File: src/rtl/id_ex_stage_pkg.sv
// Shared definitions for the ID/EX stage and the ALU.
// Contents:
//   - 4-bit ALU operation codes
//   - main-decoder alu_op classes
//   - R-type funct field values
//   - forwarding-source select helper
package id_ex_stage_pkg;

    localparam logic [3:0] ALU_AND = 4'b0000;
    localparam logic [3:0] ALU_OR  = 4'b0001;
    localparam logic [3:0] ALU_ADD = 4'b0010;
    localparam logic [3:0] ALU_SUB = 4'b0011;
    localparam logic [3:0] ALU_EQ  = 4'b0110;
    localparam logic [3:0] ALU_SLT = 4'b0111;

    typedef enum logic [1:0] {
        ALUOP_ADD   = 2'b00,
        ALUOP_SUB   = 2'b01,
        ALUOP_RTYPE = 2'b10,
        ALUOP_EQ    = 2'b11
    } alu_class_t;

    localparam logic [5:0] FUNCT_AND = 6'b100100;
    localparam logic [5:0] FUNCT_OR  = 6'b100101;
    localparam logic [5:0] FUNCT_ADD = 6'b100000;
    localparam logic [5:0] FUNCT_SUB = 6'b100010;
    localparam logic [5:0] FUNCT_SLT = 6'b101010;

    // Operand forwarding. The nearer stage (EX/MEM) has priority.
    // Register 0 is hard-wired to zero, so it is never forwarded.
    function automatic logic [31:0] fwd_select(
        input logic [4:0]  addr,
        input logic        exmem_we,
        input logic [4:0]  exmem_rd,
        input logic [31:0] exmem_val,
        input logic        memwb_we,
        input logic [4:0]  memwb_rd,
        input logic [31:0] memwb_val,
        input logic [31:0] rf_val
    );
        if (exmem_we && exmem_rd == addr && addr != 5'd0)
            return exmem_val;
        else if (memwb_we && memwb_rd == addr && addr != 5'd0)
            return memwb_val;
        else
            return rf_val;
    endfunction

endpackage

File: src/rtl/id_ex_stage_alu_control.sv
// ALU control decoder.
// Maps the main-decoder class and the R-type funct field to the 4-bit ALU
// operation code.
// Ports:
//   alu_op    - main-decoder class
//   funct     - R-type function field
//   operation - ALU operation code
//   illegal   - R-type funct not recognised (operation reads as AND)
module alu_control
    import id_ex_stage_pkg::*;
(
    input  logic [1:0] alu_op,
    input  logic [5:0] funct,
    output logic [3:0] operation,
    output logic       illegal
);

    always_comb begin
        operation = ALU_AND;
        illegal   = 1'b0;
        case (alu_class_t'(alu_op))
            ALUOP_ADD: operation = ALU_ADD;
            ALUOP_SUB: operation = ALU_SUB;
            ALUOP_EQ:  operation = ALU_EQ;
            ALUOP_RTYPE: begin
                case (funct)
                    FUNCT_AND: operation = ALU_AND;
                    FUNCT_OR:  operation = ALU_OR;
                    FUNCT_ADD: operation = ALU_ADD;
                    FUNCT_SUB: operation = ALU_SUB;
                    FUNCT_SLT: operation = ALU_SLT;
                    default:   illegal   = 1'b1;
                endcase
            end
            default: operation = ALU_AND;
        endcase
    end

endmodule

File: src/rtl/id_ex_stage.sv
// ID/EX pipeline register and operand select in front of the 32-bit ALU.
// This is a single-entry register with a valid/ready handshake.
// Operands are forwarded from EX/MEM and MEM/WB at capture time only.
// Ports:
//   clk, rst                       - clock, asynchronous active-high reset
//   in_valid/in_ready              - upstream handshake
//   rs_*, rt_*, imm                - decoded source fields
//   alu_src, alu_op, funct         - decoded control fields
//   dest_addr, reg_write           - decoded writeback fields
//   exmem_*, memwb_*               - forwarding sources
//   flush                          - kill held and incoming instruction
//   out_valid/out_ready            - downstream handshake
//   out_*                          - registered fields for the ALU
//   stall_count                    - saturating back-pressure cycle count
module id_ex_stage
    import id_ex_stage_pkg::*;
(
    input  logic        clk,
    input  logic        rst,
    input  logic        in_valid,
    output logic        in_ready,
    input  logic [4:0]  rs_addr,
    input  logic [4:0]  rt_addr,
    input  logic [31:0] rs_data,
    input  logic [31:0] rt_data,
    input  logic [15:0] imm,
    input  logic        alu_src,
    input  logic [1:0]  alu_op,
    input  logic [5:0]  funct,
    input  logic [4:0]  dest_addr,
    input  logic        reg_write,
    input  logic        exmem_reg_write,
    input  logic        memwb_reg_write,
    input  logic [4:0]  exmem_rd,
    input  logic [4:0]  memwb_rd,
    input  logic [31:0] exmem_result,
    input  logic [31:0] memwb_result,
    input  logic        flush,
    output logic        out_valid,
    input  logic        out_ready,
    output logic [31:0] out_a,
    output logic [31:0] out_b,
    output logic [3:0]  out_operation,
    output logic [31:0] out_store_data,
    output logic [4:0]  out_dest,
    output logic        out_reg_write,
    output logic        out_illegal,
    output logic [15:0] stall_count
);

    logic [4:0]  src_addr [2];
    logic [31:0] src_data [2];
    logic [31:0] fwd_data [2];

    assign src_addr[0] = rs_addr;
    assign src_addr[1] = rt_addr;
    assign src_data[0] = rs_data;
    assign src_data[1] = rt_data;

    // Index 0 is rs and index 1 is rt. Both use the same forwarding rule.
    for (genvar gi = 0; gi < 2; gi++) begin : g_fwd
        assign fwd_data[gi] = fwd_select(src_addr[gi],
                                         exmem_reg_write, exmem_rd, exmem_result,
                                         memwb_reg_write, memwb_rd, memwb_result,
                                         src_data[gi]);
    end

    logic [3:0] operation_next;
    logic       illegal_next;

    alu_control u_alu_control (
        .alu_op    (alu_op),
        .funct     (funct),
        .operation (operation_next),
        .illegal   (illegal_next)
    );

    logic [31:0] b_next;
    assign b_next = alu_src ? {{16{imm[15]}}, imm} : fwd_data[1];

    logic        valid_reg;
    logic [31:0] a_reg, b_reg, store_reg;
    logic [3:0]  operation_reg;
    logic [4:0]  dest_reg;
    logic        reg_write_reg, illegal_reg;
    logic [15:0] stall_reg;
    logic        capture;

    assign in_ready = !valid_reg || out_ready;
    assign capture  = in_valid && in_ready && !flush;

    always_ff @(posedge clk or posedge rst) begin
        if (rst) begin
            valid_reg     <= 1'b0;
            a_reg         <= '0;
            b_reg         <= '0;
            store_reg     <= '0;
            operation_reg <= ALU_AND;
            dest_reg      <= '0;
            reg_write_reg <= 1'b0;
            illegal_reg   <= 1'b0;
            stall_reg     <= '0;
        end else begin
            // Flush beats capture and drain. A capture while draining
            // replaces the held entry and keeps valid high.
            if (flush)
                valid_reg <= 1'b0;
            else if (capture)
                valid_reg <= 1'b1;
            else if (valid_reg && out_ready)
                valid_reg <= 1'b0;

            if (capture) begin
                a_reg         <= fwd_data[0];
                b_reg         <= b_next;
                store_reg     <= fwd_data[1];
                operation_reg <= operation_next;
                dest_reg      <= dest_addr;
                reg_write_reg <= reg_write && !illegal_next;
                illegal_reg   <= illegal_next;
            end

            if (valid_reg && !out_ready && stall_reg != 16'hFFFF)
                stall_reg <= stall_reg + 16'd1;
        end
    end

    assign out_valid      = valid_reg;
    assign out_a          = a_reg;
    assign out_b          = b_reg;
    assign out_store_data = store_reg;
    assign out_operation  = operation_reg;
    assign out_dest       = dest_reg;
    assign out_reg_write  = reg_write_reg;
    assign out_illegal    = illegal_reg;
    assign stall_count    = stall_reg;

endmodule

File: config.mk
export PLATFORM = sky130hd
export DESIGN_NAME = id_ex_stage
export DESIGN_NICKNAME = d
export VERILOG_FILES = /design/src/rtl/id_ex_stage_pkg.sv /design/src/rtl/id_ex_stage_alu_control.sv /design/src/rtl/id_ex_stage.sv
export SDC_FILE = /design/constraint.sdc
export NUM_CORES = 1
export LEC_CHECK = 0
export CAP_MARGIN = 20
export CORE_MARGIN = 2
export CORE_UTILIZATION = 44
export DETAILED_ROUTE_END_ITERATION = 6
export PLACE_DENSITY = 0.87
export SYNTH_ARGS = -nofsm -noshare
export SYNTH_HDL_FRONTEND = slang
export SYNTH_HIERARCHICAL = 1
export SYNTH_SLANG_ARGS = --single-unit
export TNS_END_PERCENT = 100
File: constraint.sdc
create_clock -name clk -period 8.8 [get_ports clk]
set_input_delay 2.64 -clock clk [delete_from_list [all_inputs] [get_ports clk]]
set_output_delay 2.64 -clock clk [all_outputs]
set_load 0.01 [all_outputs]
; Yosys cells after proc, flatten, opt, wreduce, memory -nomap -nowiden
; Cells that the tools add are included.
; Widths: inputs -> output; s select.
[totals]
reg_bits = 124
in_bits = 186
output_inout_bits = 125
elab_cells = 59
[classes]
add_sub_neg = 1
eq_ne = 13
muxes = 12
n_reduce_logical = 24
[ops]
columns = op, n
row1 = $mux 32, 5
row2 = $eq 6x6->1 const B, 5
row3 = $eq 5x5->1, 4
row4 = $add 16x1->16 const B, 1
row5 = $ne 16x16->1 const B, 1
row6 = $pmux 4 s4, 1
row7 = $logic_and 1x1->1, 14
row8 = $pmux 3 s4, 1
row9 = $reduce_bool 5->1, 2
row10 = $mux 1, 5
row11 = $reduce_or 5->1, 1
row12 = $eq 2x2->1 const B, 2
row13 = $logic_not 1->1, 4
row14 = $reduce_bool 3->1, 1
row15 = $eq 2x1->1 const B, 1
row16 = $logic_not 2->1, 1
row17 = $logic_or 1x1->1, 1

; Longest topological paths before layout
[depth]
word_depth = 6
depth_mapped = 9
ltp_nobuf = 6

; Modules after synthesis
; The synthesis kept the hierarchy.
[by_module_without_submodules]
columns = module, instances, cells_per_inst, area_each_um2, seq_area_each_um2
row1 = id_ex_stage, 1, 602, 6266.0, 3103.0
row2 = alu_control, 1, 16, 105.1, 0.0

; Worst setup path before layout
; OpenSTA, ideal clock, no wires.
[synth_path]
path_type = input-to-output
from = input out_ready
to = output in_ready
t_arrival_ns = 2.987
required_ns = 6.160
path_slack_ns = 3.173
cell_stages = 2
n_path_buf = 0
path_cell_list = nor2b_1 > inv_1
[synth_via]
elab_chain_len = 1
[synth_rtl]
columns = element, line
row1 = "start, declared", id_ex_stage.sv:40  ; input logic out_ready,
row2 = $logic_or 1x1->1, id_ex_stage.sv:89  ; assign in_ready = !valid_reg || out_ready;
row3 = "end, declared", id_ex_stage.sv:21  ; output logic in_ready,
; No other way between the ends.

; Final worst setup path
; Ends and elaborated chain as after synthesis.

==> run summary <==
Post-route cell area - 0.0101 mm2
CTS tree - yes
WHS - 0.469 ns
Register bit count reported by yosys - 124
WL/cell - 20.6 um
First-pass GRT wire length - 36.0 mm
Largest net degree at the start of global routing - 73
Core Region - 0.0140 mm2
Largest stage delay, worst path - 0.50 ns
Yosys top cell by area - dfrtp_1
Max IR drop VDD - 0.115 mV
Placer's final routability congestion estimate - 0.829
Status - finished, final reports clean
Final setup viols - 0
Drt pass-1 iters - 5
Postcts setup bufs - 0
Post-CTS sizing - 0
Cell row count - 43
Clock Sinks - 124
DRC - 0
Routed vias - 6,359
Max-Cap Viols - 0
Ant. Diodes - 0
Crit path depth - 4
Async S/R FF share, synth - 1.00
Area after DPL - 0.00958 mm2
Sequential-to-total area share from yosys stat - 0.487
Slew Limit Headroom - 0.261
Area grow syn2layout - 59.0%
Crit Path Class - in2out
Die area - 0.0155 mm2
Met2 usage - 0.507
Fin crit period - 6.62 ns
M1 GR Usage - 0.354
Post-Synthesis Net Count - 805
Initial antenna violation count - 0
Synthesized instance count - 618
Met3 Resource Use GR - 0.0838
Hold Buf Count CTS - 0
Post-synth top flop - dfrtp_1
Clk Latency, worst-skew pair - 0.42 ns
Root Buffer - clkbuf_16
CTS H-tree depth - 4
Post-route ant nets - 0
Most Frequent Cell on Critical Path - clkdlybuf4s50_1
Pwr dens - 186 mW/mm2
Grt ovf - 0
Fin. Hold Viols - 0
Clk_skew - 0.00750 ns
Final Max Slew Viols - 0
Slowest cell on crit path - clkdlybuf4s50_1
CP Launch Type - primary input
Tightest Hold Check Type - reg2reg
CP bufs+invs - 3
Dpl ws - 2.18 ns
Yosys top cell area share - 0.487
Final Core Density - 0.724
DIE WIDTH - 124 um
Final nets - 1,103
GR Util All Layers - 0.294
Syn Area/Cell - 10.3 um2
Crit path capture type - output port
Vert. Die Dim - 124 um
Hpwl dp - 16.2 mm
Reg2reg path depth - 8
Setup TNS - 0 ns
Peak Freq - 151 MHz
Share of cells above drive strength 1 - 0.0614
Dpl cells - 1,076
Synth unique cells - 47
Final non-filler cell total - 1,108
Slew @ Worst Pin - 1.10 ns
Final WS setup - 2.18 ns
Vias per Instance - 5.74
Crit path arrival time - 3.98 ns
Input/output buffers - 310
Worst EP required - 6.16 ns
Leakage - 4.16 nW
First DRT Iteration DRCs - 441
Synth top cells by count - dfrtp_1 (124), nand2_1 (79), mux2i_1 (65)
Critical path's top delay family - buffers and inverters
Fin crit share - 0.752
Top post-synthesis cells by area - dfrtp_1 (49%), mux2i_1 (10%), o221ai_1 (8.1%), nand2_1 (4.7%), a22oi_1 (3.8%)
Unrepaired setup endpoints after global routing - no
Post-synth EDFFs - 0
CP Max Fanout - 5
Initial core utilization - 0.455
Most common cell in the synthesized netlist - dfrtp_1
Total Wirelength - 22.8 mm
Clk pin slew, worst setup/hold paths - 0.05 ns
Post-Syn Area - 0.00637 mm2
Busiest grt layer - met2
Number of global-route vias before repair - 6,545
WHS Path Cells - 2
CTS buffer count - 17
Yosys warnings - 6
Clock Tree Buf Depth - 2
Overall Power - 1.89 mW
Boundary Pins - 311
CP Cell Sequence - clkdlybuf4s50_1 -> nor2b_1 -> inv_1 -> clkdlybuf4s50_1
==> path summary, 6_finish.rpt <==
kind | startpoint | end | slack (ns)
worst max-delay path | out_ready | in_ready | 2.18
worst min-delay path | out_operation[0] | out_operation[0] | 0.47
worst max register to register | out_valid | out_b[19] | 6.06
worst min register to register | out_operation[0] | out_operation[0] | 0.47
max in group asynchronous | rst | stall_count[9] | 4.74
min in group asynchronous | rst | out_dest[1] | 2.68
==> area by class of cell <==
cell class	count	area, um2
Fill cell	1050	3860
Timing Repair Buffer	323	3210
Sequential cell	124	3100
Multi-Input combinational cell	413	2920
Clock buffer	25	495
Tap cell	180	225
Inverter	37	141
Clock inverter	6	37.5
==> layer usage <==
metal | part of all wire | vias up
met5 | 0 | -
met3 | 0.078 | 41
met4 | 0.022 | 0
met1 | 0.39 | 3124
met2 | 0.51 | 321
li1 | - | 2873
==> where the power goes <==
part	switching (mW)	internal (mW)	total [mW]
Sequential	0.0641	0.661	0.725
Clock	0.248	0.386	0.634
Combinational	0.225	0.304	0.529
Total	0.537	1.35	1.89
==> registers in the layout, summed over array words and instances, names as in the netlist <==
register / flops
out_dest: 5
out_valid: 1
out_a: 32
out_illegal: 1
out_store_data: 32
stall_count: 16
out_operation: 4
out_reg_write: 1
out_b: 32
==> layout by cell type, fill, tap and decap left out, drive strengths merged, types with 2 or more instances in the layout <==
| cell | netlist | layout |
|---|---|---|
| or2 | 2 | 2 |
| xor2 | 8 | 8 |
| xnor2 | 23 | 23 |
| mux2i | 65 | 65 |
| nand3 | 14 | 14 |
| nor4 | 3 | 3 |
| a22oi | 32 | 32 |
| nand4 | 4 | 4 |
| clkinv | 0 | 3 |
| nand2 | 79 | 79 |
| clkbuf | 23 | 25 |
| o21ai | 34 | 34 |
| nor2b | 2 | 2 |
| nand3b | 2 | 2 |
| a211oi | 3 | 3 |
| dfrtp | 124 | 124 |
| and3 | 21 | 21 |
| clkinvlp | 0 | 3 |
| inv | 37 | 37 |
| o221ai | 64 | 64 |
| clkdlybuf4s50 | 0 | 310 |
| buf | 21 | 13 |
| nor2 | 5 | 5 |
| or3 | 2 | 2 |
| a21oi | 34 | 34 |
==> worst reg2reg max path, cell delays in order, from the launching register on <==
cell,delay [ns]
dfrtp_1,0.33
nor2b_1,0.32
inv_1,0.14
nand3b_1,0.11
buf_4,0.40
nor2_1,0.13
nand2_1,0.57
buf_4,0.38
o221ai_1,0.19
==> logic make-up (layout without fill, tap and decap cells) <==
family | count (synthesis) | count (layout) | share of synthesized area
AOI/OAI and AO/OA | 173 | 173 | 0.199
and+or+nand+nor | 141 | 141 | 0.107
DFF | 124 | 124 | 0.487
buffers and inverters | 81 | 391 | 0.0583
muxes | 66 | 66 | 0.104
xor gates and xnor gates | 31 | 31 | 0.0426
adders and majority gates | 1 | 1 | 0.00196
other | 1 | 1 | 0.000589
Note: power is estimated with default switching activity, not from simulation.
